**src/rtl/driver_complex_multiplier.sv**
```systemverilog
// Stimulus driver for the complex multiplier: LFSR operands out, results drained in.
// Latency: op_val rises the cycle after SEND is entered; done pulses the cycle after DONE.
// Backpressure: op word held while op_val && !op_ready; in-flight count capped at MAX_OUTSTANDING.
//
// Optional feature macro: DRIVER_BACKPRESSURE_EN (gates res_ready with an 8-bit LFSR).
// Ports:
//   clk, rstn (async, active-low), sw_rst (sync, active-high, highest priority)
//   start / nr_transactions   : launch a run of N operand words (sampled in IDLE)
//   busy / done               : run in progress / one-cycle end-of-run pulse
//   unexpected_res            : sticky, result accepted with nothing outstanding
//   tr_sent / tr_received     : per-run handshake counters
//   op_val / op_ready / op_data    : operand initiator interface {a_re,a_im,b_re,b_im}
//   res_val / res_ready / res_data : result sink interface (data observed only)
module driver_complex_multiplier #(
  parameter int          DATA_WIDTH      = 8,
  parameter int          NR_TR_WIDTH     = 16,
  parameter logic [31:0] LFSR_SEED       = 32'h12345678,
  parameter int          MAX_OUTSTANDING = 4
) (
  input  logic                      clk,
  input  logic                      rstn,
  input  logic                      sw_rst,
  input  logic                      start,
  input  logic [NR_TR_WIDTH-1:0]    nr_transactions,
  output logic                      busy,
  output logic                      done,
  output logic                      unexpected_res,
  output logic [NR_TR_WIDTH-1:0]    tr_sent,
  output logic [NR_TR_WIDTH-1:0]    tr_received,
  output logic                      op_val,
  input  logic                      op_ready,
  output logic [4*DATA_WIDTH-1:0]   op_data,
  input  logic                      res_val,
  output logic                      res_ready,
  input  logic [4*DATA_WIDTH+2:0]   res_data
);

  // An all-zero seed would lock the LFSR, so it is replaced by 1.
  localparam logic [31:0]            SEED   = (LFSR_SEED == 32'h0) ? 32'h1 : LFSR_SEED;
  localparam logic [NR_TR_WIDTH-1:0] MAX_OS = NR_TR_WIDTH'(MAX_OUTSTANDING);
  localparam logic [NR_TR_WIDTH-1:0] ONE    = NR_TR_WIDTH'(1);

  typedef enum logic [1:0] {S_IDLE, S_SEND, S_DRAIN, S_DONE} state_t;

  state_t                 state_q, state_d;
  logic [NR_TR_WIDTH-1:0] n_q, n_d;
  logic [NR_TR_WIDTH-1:0] tr_sent_q, tr_sent_d;
  logic [NR_TR_WIDTH-1:0] tr_received_q, tr_received_d;
  logic [31:0]            lfsr_q, lfsr_d;
  logic                   op_val_q, op_val_d;
  logic                   res_ready_q, res_ready_d;
  logic                   busy_q, busy_d;
  logic                   done_q, done_d;
  logic                   unexpected_q, unexpected_d;
  logic                   op_hs, res_hs;
  logic [NR_TR_WIDTH-1:0] outstanding, outstanding_d;
  logic                   active_d;

`ifdef DRIVER_BACKPRESSURE_EN
  logic [7:0] lfsr8_q, lfsr8_d;
`endif

  // Result data is only observed by the monitor, never by this driver.
  logic unused_res_data;
  assign unused_res_data = ^res_data;

  always_comb begin
    state_d       = state_q;
    n_d           = n_q;
    tr_sent_d     = tr_sent_q;
    tr_received_d = tr_received_q;
    lfsr_d        = lfsr_q;
    unexpected_d  = unexpected_q;

    op_hs       = op_val_q && op_ready;
    res_hs      = res_val && res_ready_q;
    outstanding = tr_sent_q - tr_received_q;

    if (op_hs) begin
      tr_sent_d = tr_sent_q + ONE;
      lfsr_d    = {lfsr_q[30:0], lfsr_q[31] ^ lfsr_q[21] ^ lfsr_q[1] ^ lfsr_q[0]};
    end
    // A result with nothing in flight is flagged rather than counted.
    if (res_hs) begin
      if (outstanding == '0) unexpected_d = 1'b1;
      else                   tr_received_d = tr_received_q + ONE;
    end

    case (state_q)
      S_IDLE: begin
        if (start) begin
          n_d           = nr_transactions;
          tr_sent_d     = '0;
          tr_received_d = '0;
          state_d       = (nr_transactions == '0) ? S_DONE : S_SEND;
        end
      end
      S_SEND:  if (op_hs && (tr_sent_d == n_q)) state_d = S_DRAIN;
      S_DRAIN: if (tr_received_d == n_q)        state_d = S_DONE;
      default: state_d = S_IDLE;
    endcase

    // Next-cycle counters decide the next op_val, so the cap is never overshot
    // and back-to-back words flow when there is room. A pending word is held.
    outstanding_d = tr_sent_d - tr_received_d;
    op_val_d = (state_q == S_SEND) && (state_d == S_SEND) &&
               ((op_val_q && !op_ready) ||
                ((tr_sent_d < n_q) && (outstanding_d < MAX_OS)));

    active_d = (state_d == S_SEND) || (state_d == S_DRAIN);
    busy_d   = active_d;
    done_d   = (state_q == S_DONE);

`ifdef DRIVER_BACKPRESSURE_EN
    lfsr8_d     = {lfsr8_q[6:0], lfsr8_q[7] ^ lfsr8_q[5] ^ lfsr8_q[4] ^ lfsr8_q[3]};
    res_ready_d = active_d && lfsr8_d[0];
`else
    res_ready_d = active_d;
`endif

    // Soft reset overrides everything, including an in-flight run.
    if (sw_rst) begin
      state_d       = S_IDLE;
      n_d           = '0;
      tr_sent_d     = '0;
      tr_received_d = '0;
      lfsr_d        = SEED;
      unexpected_d  = 1'b0;
      op_val_d      = 1'b0;
      res_ready_d   = 1'b0;
      busy_d        = 1'b0;
      done_d        = 1'b0;
`ifdef DRIVER_BACKPRESSURE_EN
      lfsr8_d       = 8'hA5;
`endif
    end
  end

  always_ff @(posedge clk or negedge rstn) begin
    if (!rstn) begin
      state_q       <= S_IDLE;
      n_q           <= '0;
      tr_sent_q     <= '0;
      tr_received_q <= '0;
      lfsr_q        <= SEED;
      unexpected_q  <= 1'b0;
      op_val_q      <= 1'b0;
      res_ready_q   <= 1'b0;
      busy_q        <= 1'b0;
      done_q        <= 1'b0;
`ifdef DRIVER_BACKPRESSURE_EN
      lfsr8_q       <= 8'hA5;
`endif
    end else begin
      state_q       <= state_d;
      n_q           <= n_d;
      tr_sent_q     <= tr_sent_d;
      tr_received_q <= tr_received_d;
      lfsr_q        <= lfsr_d;
      unexpected_q  <= unexpected_d;
      op_val_q      <= op_val_d;
      res_ready_q   <= res_ready_d;
      busy_q        <= busy_d;
      done_q        <= done_d;
`ifdef DRIVER_BACKPRESSURE_EN
      lfsr8_q       <= lfsr8_d;
`endif
    end
  end

  assign busy           = busy_q;
  assign done           = done_q;
  assign unexpected_res = unexpected_q;
  assign tr_sent        = tr_sent_q;
  assign tr_received    = tr_received_q;
  assign op_val         = op_val_q;
  assign op_data        = lfsr_q[4*DATA_WIDTH-1:0];
  assign res_ready      = res_ready_q;

endmodule

```
**config.mk**
```make
export PLATFORM = sky130hd
export DESIGN_NAME = driver_complex_multiplier
export DESIGN_NICKNAME = d
export VERILOG_FILES = /design/src/rtl/driver_complex_multiplier.sv
export SDC_FILE = /design/constraint.sdc
export NUM_CORES = 1
export LEC_CHECK = 0
export ABC_CLOCK_PERIOD_IN_PS = 4900
export CORE_MARGIN = 3
export CORE_UTILIZATION = 25
export CTS_BUF_LIST = sky130_fd_sc_hd__clkbuf_4 sky130_fd_sc_hd__clkbuf_8
export CTS_CLUSTER_DIAMETER = 200
export CTS_CLUSTER_SIZE = 8
export DETAILED_ROUTE_END_ITERATION = 16
export PLACE_DENSITY = 0.55
export SYNTH_ARGS = -nofsm -noshare
export SYNTH_HDL_FRONTEND = slang
export SYNTH_SLANG_ARGS = --single-unit
```
**constraint.sdc**
```tcl
create_clock -name clk -period 4.9 [get_ports clk]
set_input_delay 0.98 -clock clk [delete_from_list [all_inputs] [get_ports clk]]
set_output_delay 0.98 -clock clk [all_outputs]
set_load 0.005 [all_outputs]
```
== Yosys cells after proc, flatten, opt, wreduce, memory -nomap -nowiden ==
Cells that the tools add are included.

* Register bits after elaboration: 86
* Bits of input ports: 57
* Output and inout bits: 69
* Logic and storage cells: 71

* $add $sub $neg: 4
* Order comparisons: 2
* Equal/unequal tests: 7
* Mux-type cells: 26
* Bitwise logic cells: 3
* Reductions and logical operators: 20

{| class="wikitable"
|+ Operators with widths
! kind !! number
|-
| $mux 16 || 12
|-
| $mux 32 || 2
|-
| $add 16x1->16 const B || 2
|-
| $eq 16x16->1 || 2
|-
| $logic_not 16->1 || 2
|-
| $sub 16x16->16 || 2
|-
| $lt 16x16->1 || 1
|-
| $lt 16x3->1 const B || 1
|-
| $mux 2 || 5
|-
| $reduce_bool 2->1 || 5
|-
| $logic_and 1x1->1 || 7
|-
| $eq 2x2->1 const B || 3
|-
| $mux 1 || 6
|-
| $pmux 2 s3 || 1
|-
| $eq 2x1->1 const B || 2
|-
| $reduce_and 2->1 || 2
|-
| $xor 1x1->1 || 3
|-
| $logic_not 2->1 || 1
|-
| $logic_or 1x1->1 || 2
|-
| $logic_not 1->1 || 1
|}

== Depth between registers and ports, before layout ==
Gate-level depths: netlist of the first run.

* Word-level depth: 12
* Depth in mapped cells: 28
* Mapped depth without buffers: 26

== Worst setup path before layout of the first run ==
OpenSTA, ideal clock, no wires.

* Path kind: register to register
* Start point: register tr_received_q[3] (netlist: tr_received[3])
* End point: register op_val_q (netlist: op_val)
* Setup time: 0.066 ns
* Arrival: 5.264 ns
* Data required time: 4.834 ns
* Path slack: -0.430 ns
* Stages on the path, launching flop included: 28
* Buffers on the path: 1
* Clock period less this slack: 5.330 ns
* Path through: dfrtp_1 > clkbuf_1 > inv_1 > ha_1 > a21oi_1 > nor2_1 > o2111ai_1 > mux2_2 > nand4_1 > nor4_4 > and2_2 > or4_2 > xnor3_1 > a2111oi_2 > nand4_1 > o32ai_2 > ha_1 > nor3b_1 > nand2b_1 > a21oi_1 > o2111ai_1 > a211oi_1 > o21ai_0 > a21oi_1 > o211ai_1 > nor4_1 > nand4_1 > nand2_1

* Word-level cells in the longest chain between the ends: 12
* Elaborated cells on any way between the ends: 18
* Those cells by class: add/sub: 3; order compare: 1; eq/ne: 2; mux: 7; reduce/logical: 5

{| class="wikitable"
|+ RTL lines
! element !! RTL line !! source
|-
| from (decl) || 48 || <nowiki>logic [NR_TR_WIDTH-1:0] tr_received_q, tr_received_d;</nowiki>
|-
| from (signal assigned) || 158 || <nowiki>tr_received_q <= tr_received_d;</nowiki>
|-
| $sub 16x16->16 || 77 || <nowiki>outstanding = tr_sent_q - tr_received_q;</nowiki>
|-
| $logic_not 16->1 || 85 || <nowiki>if (outstanding == '0) unexpected_d = 1'b1;</nowiki>
|-
| $mux 16 || 85 ||
|-
| $mux 16 * || 84 || <nowiki>if (res_hs) begin</nowiki>
|-
| $mux 16 || 91 || <nowiki>if (start) begin</nowiki>
|-
| $mux 16 || 89 || <nowiki>case (state_q)</nowiki>
|-
| $sub 16x16->16 || 105 || <nowiki>outstanding_d = tr_sent_d - tr_received_d;</nowiki>
|-
| $lt 16x3->1 || 108 || <nowiki>((tr_sent_d < n_q) && (outstanding_d < MAX_OS)));</nowiki>
|-
| $logic_and 1x1->1 || 108 ||
|-
| $logic_or 1x1->1 || 107 || <nowiki>((op_val_q && !op_ready) ||</nowiki>
|-
| $logic_and 1x1->1 * || 106 || <nowiki>op_val_d = (state_q == S_SEND) && (state_d == S_SEND) &&</nowiki>
|-
| $mux 1 * || 122 || <nowiki>if (sw_rst) begin</nowiki>
|-
| net op_val_d || 50 || <nowiki>logic op_val_q, op_val_d;</nowiki>
|-
| to (signal assigned) || 161 || <nowiki>op_val_q <= op_val_d;</nowiki>
|-
| to (decl) || 50 ||
|}

The timed path passes the listed nets; every way through them passes the cells marked *.
A chain may end at the register's enable or synchronous reset.

== Final worst setup path of the first run ==
* Start point: register tr_sent_q[1] (netlist: tr_sent[1])
* End point: register op_val_q (netlist: op_val)

* Word-level cells in the longest chain between the ends: 12
* Elaborated cells on any way between the ends: 25
* Those cells by class: add/sub: 3; order compare: 2; eq/ne: 3; mux: 11; reduce/logical: 6

{| class="wikitable"
|+ RTL lines
! element !! RTL line !! source
|-
| from (decl) || 47 || <nowiki>logic [NR_TR_WIDTH-1:0] tr_sent_q, tr_sent_d;</nowiki>
|-
| from (signal assigned) || 157 || <nowiki>tr_sent_q <= tr_sent_d;</nowiki>
|-
| $sub 16x16->16 || 77 ||
|-
| $logic_not 16->1 || 85 ||
|-
| $mux 16 || 85 ||
|-
| $mux 16 || 84 ||
|-
| $mux 16 || 91 ||
|-
| $mux 16 || 89 ||
|-
| $sub 16x16->16 || 105 ||
|-
| $lt 16x3->1 || 108 ||
|-
| $logic_and 1x1->1 || 108 ||
|-
| $logic_or 1x1->1 || 107 ||
|-
| $logic_and 1x1->1 * || 106 ||
|-
| $mux 1 * || 122 ||
|-
| net op_val_d || 50 ||
|}

Marks and branches as above.

==> results of run 1 <==
## synthesized netlist by cell type, types with 9 or more instances
cell type  count  area share [%]
nor4_1         9            0.81
a21o_1        17             1.8
nand2b_1      12             1.1
nor2_1        89             4.8
and3_1        11            0.99
nor3_1        16             1.2
ha_1          47             8.5
nand3b_1      17             1.8
dfstp_2       13             4.9
a21oi_1       64             4.6
nand4_1       18             1.6
xor2_1        21             2.7
nand2_1      163             8.8
dfrtp_1       73              26
nor2b_1       18             1.6
xnor2_1       45             5.7
nand3_1       29             2.1
inv_1         37             2.0
clkbuf_1      34             1.8
a211oi_1      10             1.1
o21ai_0       20             1.4
## metal layers
| layer | wire (um) | GRT usage (%) | up-vias | part of all wire [%] |
|---|---|---|---|---|
| met4 | 535 | 3.99 | 0 | 2.1 |
| li1 | - | - | 3613 | - |
| met3 | 1700 | 5.14 | 35 | 6.7 |
| met2 | 10800 | 25.7 | 196 | 43 |
| met1 | 12100 | 22.9 | 3407 | 48 |
| met5 | 0 | 0 | - | 0 |
## worst max-delay path: cells and delay by family, from the launching register on
kind / cells / cell delay, ns
xor+xnor: 1 / 0.16
flops: 1 / 0.43
fa+ha+maj: 2 / 0.51
compound gates: 12 / 2.08
buf+inv: 3 / 0.44
simple gates: 10 / 1.99
## through the flow
| step | setup TNS, ns | hold slack [ns] | worst slack [ns] | util, % | cells |
|---|---|---|---|---|---|
| floorplan | -0.0313 | 0.480 | -0.0313 | - | 878 |
| global placement | -0.757 | 0.478 | -0.757 | 36.0 | 1501 |
| detailed placement | -0.913 | 0.486 | -0.913 | 36.0 | 1501 |
| CTS | -0.953 | 0.504 | -0.953 | 37.3 | 1526 |
| global route | -1.03 | 0.523 | -1.03 | 37.7 | 1528 |
| finish | -0.776 | 0.499 | -0.776 | 37.7 | 1528 |
## repair_timing
| item | in CTS | in global routing |
|---|---|---|
| gates resized for setup | 15 | 17 |
| pin swaps | 19 | 15 |
| hold buffers | 0 | 0 |
| buffers inserted | 9 | 2 |
| endpoints found under the setup margin | 1 | 1 |
| hold endpoints to repair | 0 | 0 |
## cells by family (layout without fill, tap and decap cells)
family | after synthesis | after routing | share of synthesized area (%)
flip-flops | 86 | 86 | 31.3
AO/OA/AOI/OAI | 176 | 176 | 17.1
XOR/XNOR | 67 | 67 | 8.66
buffers and inverters | 77 | 355 | 4.48
AND/OR/NAND/NOR | 419 | 419 | 29.1
multiplexers | 6 | 6 | 0.902
adder cells (fa/ha/maj) | 47 | 47 | 8.48
## registers in the layout, summed over array words and instances, names as in the netlist
register        flops
op_val              1
state_q             2
busy                1
tr_received        16
op_data            32
tr_sent            16
done                1
unexpected_res      1
n_q                16
## power groups by stage
stage	Sequential [mW]	Clock (mW)	Combinational, mW
5_1_grt	0.761	0.607	0.412
3_5_place_dp	0.770	0	0.346
2_1_floorplan	0.764	0	0.186
4_1_cts	0.757	0.583	0.372
3_3_place_gp	0.769	0	0.344
6_report	0.757	0.562	0.377
## worst min path at each step
stage,startpoint,end
2_1_floorplan,op_data[10],op_data[10]
3_3_place_gp,op_data[18],op_data[18]
3_5_place_dp,op_data[20],op_data[20]
4_1_cts,op_data[20],op_data[20]
5_1_grt,op_data[20],op_data[20]
6_report,op_data[20],op_data[20]
## cell usage in the layout (no fill, tap or decap), types with 4 or more instances in the layout
| master | netlist | routed |
|---|---|---|
| nand2_1 | 163 | 163 |
| nor2_1 | 89 | 86 |
| a31oi_1 | 7 | 7 |
| dfstp_2 | 13 | 13 |
| nor3b_1 | 7 | 6 |
| ha_1 | 47 | 37 |
| and2_1 | 8 | 7 |
| clkbuf_8 | 0 | 10 |
| nor4_2 | 0 | 4 |
| nand2b_1 | 12 | 11 |
| o211ai_1 | 8 | 8 |
| nor2b_1 | 18 | 18 |
| xnor2_1 | 45 | 42 |
| nand4_1 | 18 | 18 |
| nand3_1 | 29 | 29 |
| o21a_1 | 5 | 5 |
| xor2_1 | 21 | 20 |
| mux2i_1 | 4 | 4 |
| o2111ai_1 | 6 | 4 |
| and4_1 | 4 | 4 |
| a21oi_2 | 2 | 6 |
| ha_4 | 0 | 8 |
| inv_1 | 37 | 36 |
| nor3_1 | 16 | 16 |
| o21ai_1 | 2 | 6 |
| buf_4 | 1 | 210 |
| nor4_1 | 9 | 5 |
| a211oi_1 | 10 | 9 |
| or2_2 | 4 | 4 |
| or3_1 | 4 | 4 |
| a21o_1 | 17 | 17 |
| nand3b_1 | 17 | 17 |
| clkdlybuf4s50_1 | 0 | 88 |
| dfrtp_1 | 73 | 73 |
| and3_1 | 11 | 11 |
| a21oi_1 | 64 | 59 |
| o21ai_0 | 20 | 16 |
## area by class of cell
type / count / area [um2]
fill: 2841 / 16900
multi-input combinational: 715 / 4730
timing repair buffer: 301 / 2500
sequential: 86 / 2170
tap: 372 / 465
inverter: 38 / 144
clock buffer: 10 / 138
clock inverter: 6 / 73.8
==> key figures, run 1 <==
Die
  • Die X: 173 um
  • Initial Util: 25.6%
  • Die Area: 29800 um2
  • Die H: 173 um
  • # rows: 60
  • Num ports: 126
  • Core Footprint: 27100 um2

Clock tree
  • Clk slew on worst S/H paths: 0.10 ns
  • # clock sinks: 86
  • CTS Root Cell: clkbuf_8
  • CTS tree: done
  • TritonCTS buffer count: 9
  • Worst-skew pair later-pin latency: 0.39 ns
  • Clock Path Buffers: 2
  • Htree depth: 3

GRT
  • Largest net degree at the start of global routing: 56
  • Total GRT Usage: between 10% and 20%
  • Number of global-route vias before repair: 7418
  • Initial antenna violation count: 0
  • First-pass GRT wire length: 40000 um
  • Total global routing overflow: 0

Route
  • Initial detailed-routing violation count: between 400 and 500
  • Vias: 7251
  • Drt wl/cell: 16.5 um
  • DR pass1 iterations: 5
  • Total Wirelength: about 25000 um
  • Final ANT Viol Nets: 0
  • DR DRC count: 0
  • Avg Vias per Cell: 4.75

Setup path
  • Crit path launch: tr_sent[1]
  • CP max FO: 3
  • CP Capture Point: op_val
  • Slowest cell delay on critical path: 0.56 ns
  • Crit path kind: reg2reg
  • Critical path required time: between 5 and 6 ns
  • R2R Path End: op_val
  • Crit end category: flip-flop
  • Crit path launch type: flip-flop
  • Most frequent CP cell: buf_4
  • Worst reg2reg startpoint: tr_sent[1]
  • Worst reg2reg setup slack: -0.78 ns
  • Critical-path top delay cell: or4b_4
  • Worst path arrival time: 6.00 ns
  • Worst reg-to-reg path cell count: 28

Yosys
  • Synth Register Bits: 86
  • Ys Warns: 0
  • Syn_nets: between 900 and 1000
  • Asr flop ratio synth: 100%
  • Main synth FF type: dfrtp_1
  • Sequential share of the synthesized area: 31.3%
  • Mapped Area: between 6000 and 7000 um2
  • Cell count after synthesis: 878
  • EDFF count, synth: 0
  • Syn Area/Cell: 7.90 um2
  • Yosys cell types: 71

Status
  • Failing checks: setup timing
  • Status: finished with violations

STA
  • Final Hold Fails: 0
  • Slew Viols, Final: 0
  • Setup violators final: 1
  • Final worst setup slack: -0.776 ns
  • Final min period: 5.68 ns
  • Worst-Margin Slew: approximately 0.7 ns
  • Skew final: 0.0109 ns
  • Slew Limit Headroom: 52.2%
  • Fin crit share: 116%
  • Fmax: 176 MHz
  • RSZ-0062 raised after global routing: yes

Placed design
  • HPWL Detailed: 19900 um
  • Buffers added on ports: 90
  • Area after DPL: between 9000 and 10000 um2
  • GPL Wtd Cong: a little under 0.9

Final layout
  • Layout Nets: 1255
  • Area Growth Syn to Fin: 47.5%
  • Post-route design area: 10200 um2
  • Layout cells sized above 1: 26.0%
  • Ant. Diodes: 0

Power
  • Worst vdd ir: 0.187 mV
  • Reg power frac: 44.6%
  • Pleak: 4.61 nW
  • Net load switching power: 0.521 mW
  • Power per cell area: 166 nW/um2
  • Sw frac: a little under a third
  • Overall power: between 1.5 and 2 mW
  • Clock share of power: 33.1%
  • Internal: 1.18 mW
  • Combinational Power Share: 22.2%

Min path
  • Hold path cells: 2
  • Worst min path class: reg2reg

Flow run
  • Max Cap Viol: 0
No activity file was read; power rests on OpenSTA's default activity.
==> run 2: changes to the inputs <==
--- a/config.mk
+++ b/config.mk
@@ -7,12 +7,12 @@
 export LEC_CHECK = 0
 export ABC_CLOCK_PERIOD_IN_PS = 4900
 export CORE_MARGIN = 3
-export CORE_UTILIZATION = 25
+export CORE_UTILIZATION = 50
 export CTS_BUF_LIST = sky130_fd_sc_hd__clkbuf_4 sky130_fd_sc_hd__clkbuf_8
 export CTS_CLUSTER_DIAMETER = 200
 export CTS_CLUSTER_SIZE = 8
 export DETAILED_ROUTE_END_ITERATION = 16
-export PLACE_DENSITY = 0.55
+export PLACE_DENSITY = 0.89
 export SYNTH_ARGS = -nofsm -noshare
 export SYNTH_HDL_FRONTEND = slang
 export SYNTH_SLANG_ARGS = --single-unit
==> run 2 against run 1 <==
Against the previous run: sequential share of layout area grew 1.4 points; first-iteration DRC count grew 69%; largest power group unchanged; core utilization grew 34 points; the run still ends with setup timing left; fmax shrank 0.60%; critical endpoint unchanged.
==> key figures, run 2 (synthesis gave the netlist of run 1 again) <==
GRT
  • Initial antenna violation count: 0 (unchanged)
  • First-pass GRT wire length: 36700 um (was 40000 um)
  • Total global routing overflow: 0 (unchanged)
  • Total GRT Usage: 30.4% (was 16.7%)
  • Largest net degree at the start of global routing: 56 (unchanged)
  • Number of global-route vias before repair: 7406 (was 7418)

Placed design
  • Area after DPL: 9270 um2 (was 9740 um2)
  • HPWL Detailed: 17500 um (was 19900 um)
  • Buffers added on ports: 90 (unchanged)
  • GPL Wtd Cong: 0.929 (was 0.894)

Clock tree
  • Hold Buf Count CTS: 0 (unchanged)
  • Clock Path Buffers: 2 (unchanged)
  • # clock sinks: 86 (unchanged)
  • Htree depth: 3 (unchanged)
  • Worst-skew pair later-pin latency: 0.39 ns (about the same)
  • CTS tree: done (unchanged)
  • CTS Root Cell: clkbuf_8 (unchanged)
  • Clk slew on worst S/H paths: 0.10 ns (about the same)
  • TritonCTS buffer count: 9 (unchanged)

STA
  • Setup violators final: 1 (unchanged)
  • Final Hold Fails: 0 (unchanged)
  • Final min period: 5.71 ns (was 5.68 ns)
  • Fin crit share: 117% (was 116%)
  • Slew Limit Headroom: 60.5% (was 52.2%)
  • Final worst setup slack: -0.810 ns (was -0.776 ns)
  • Worst-Margin Slew: 0.588 ns (was 0.717 ns)
  • RSZ-0062 raised after global routing: yes (unchanged)
  • Worst hold slack: 0.504 ns (was 0.499 ns)
  • Skew final: 0.0152 ns (was 0.0109 ns)
  • Fmax: 175 MHz (was 176 MHz)
  • Slew Viols, Final: 0 (unchanged)

Setup path
  • CP max FO: 12 (was 3)
  • Crit end category: flip-flop (unchanged)
  • Worst reg2reg setup slack: -0.81 ns (was -0.78 ns)
  • Crit path kind: reg2reg (unchanged)
  • Most frequent CP cell: nor4_1 (was buf_4)
  • Critical-path top delay cell: or4b_4 (unchanged)
  • Crit path launch type: flip-flop (unchanged)
  • Worst path arrival time: 6.03 ns (was 6.00 ns)
  • Critical path required time: 5.22 ns (was 5.23 ns)
  • Slowest cell delay on critical path: 0.55 ns (was 0.56 ns)

Die
  • Initial Util: 51.7% (was 25.6%)
  • Num ports: 126 (unchanged)
  • # rows: 42 (was 60)
  • Die Area: 15300 um2 (was 29800 um2)
  • Die X: 124 um (was 173 um)
  • Core Footprint: 13400 um2 (was 27100 um2)
  • Die H: 124 um (was 173 um)

Final layout
  • Layout Nets: 1219 (was 1255)
  • Most frequent cells in the layout: buf_4, nand2_1, clkdlybuf4s50_1 (unchanged)
  • Layout cells sized above 1: 22.5% (was 26.0%)
  • Ant. Diodes: 0 (unchanged)
  • Area Growth Syn to Fin: 38.3% (was 47.5%)
  • Post-route design area: 9590 um2 (was 10200 um2)
  • Final Util: 71.6% (was 37.7%)
  • Commonest non-fill, non-tap cell in the layout: buf_4 (unchanged)
  • Max FFs per register: 32 (unchanged)

Power
  • Worst vdd ir: 0.136 mV (was 0.187 mV)
  • Pleak: 4.37 nW (was 4.61 nW)
  • Power per cell area: 170 nW/um2 (was 166 nW/um2)
  • Internal: 1.10 mW (was 1.18 mW)
  • Reg power frac: 46.5% (was 44.6%)
  • Sw frac: 32.4% (was 30.7%)
  • Combinational Power Share: 21.8% (was 22.2%)
  • Clock share of power: 31.8% (was 33.1%)
  • Net load switching power: 0.528 mW (was 0.521 mW)

Route
  • Total Wirelength: 23200 um (was 25200 um)
  • DR DRC count: 0 (unchanged)
  • Drt wl/cell: 17.9 um (was 16.5 um)
  • Final ANT Viol Nets: 0 (unchanged)
  • Initial detailed-routing violation count: 710 (was 419)
  • DR pass1 iterations: 6 (was 5)
  • Avg Vias per Cell: 5.93 (was 4.75)
  • Vias: 7688 (was 7251)

Min path
  • Worst min path class: reg2reg (unchanged)

Status
  • Failing checks: setup timing (unchanged)
  • Status: finished with violations (unchanged)

Flow run
  • Max Cap Viol: 0 (unchanged)
-- run 2: cell count changes in the layout (fill, tap and decap cells not counted), moves of 2 or more --
cell	previous run	this run
xnor2_1	42	45
inv_8	0	3
a21oi_2	6	3
xnor2_2	3	0
ha_4	8	6
a21oi_1	59	61
nor4_2	4	1
o21ai_0	16	18
ha_1	37	39
o21ai_1	6	4
nor4_1	5	8
inv_6	3	0
buf_4	210	175
-- run 2: repair_timing --
action                                  4_1_cts  5_1_grt
resized for setup                             8        9
buffers inserted                              1        1
endpoints found under the setup margin        1        1
gates cloned                                  0        0
pin swaps                                     3        9
-- run 2: layout make-up --
| class | instances | area, um2 |
|---|---|---|
| Fill cell | 979 | 3810 |
| Timing Repair Buffer | 265 | 2220 |
| Sequential cell | 86 | 2170 |
| Clock inverter | 7 | 75.1 |
| Inverter | 38 | 144 |
| Multi-Input combinational cell | 715 | 4640 |
| Tap cell | 176 | 220 |
| Clock buffer | 9 | 124 |
-- run 2: final timing paths --
path	from	endpoint	cells after the start
max in group asynchronous	rstn	n_q[8]	2
setup / recovery	tr_received[7]	op_val	29
hold reg to reg	op_data[25]	op_data[25]	2
min in group asynchronous	rstn	tr_received[1]	1
hold / removal	op_data[25]	op_data[25]	2
setup reg to reg	tr_received[7]	op_val	29
-- run 2: per-layer routing --
layer  GRT usage [%]  wire length, um  vias to the layer above
met2            50.4            11100                      420
met3            5.36             1940                       83
li1                -                -                     3546
met1            40.6             9480                     3639
met5               0                0                        -
met4            9.62              702                        0
-- run 2: stage by stage --
step	setup TNS [ns]	cells	worst slack (ns)	power (mW)
CTS	-0.704	1295	-0.704	1.62
global route	-1.13	1296	-1.13	1.69
finish	-0.810	1296	-0.810	1.63
global placement	-0.659	1278	-0.659	1.09
floorplan	-0.0313	878	-0.0313	0.950
detailed placement	-0.759	1278	-0.759	1.10
-- run 2: worst max-delay path, delay by kind of cell, from the launching register on --
kind	cells	cell delay, ns
flip-flops	1	0.40
AO/OA/AOI/OAI	10	1.69
AND/OR/NAND/NOR	13	2.45
buffers and inverters	4	0.64
adder cells (fa/ha/maj)	2	0.45
-- run 2: power by group through the flow --
stage	registers (mW)	logic (mW)	clock network, mW
after floorplan	0.764	0.186	0
after global placement	0.769	0.322	0
after detailed placement	0.770	0.330	0
after CTS	0.757	0.343	0.521
after global routing	0.761	0.382	0.546
final	0.759	0.355	0.519
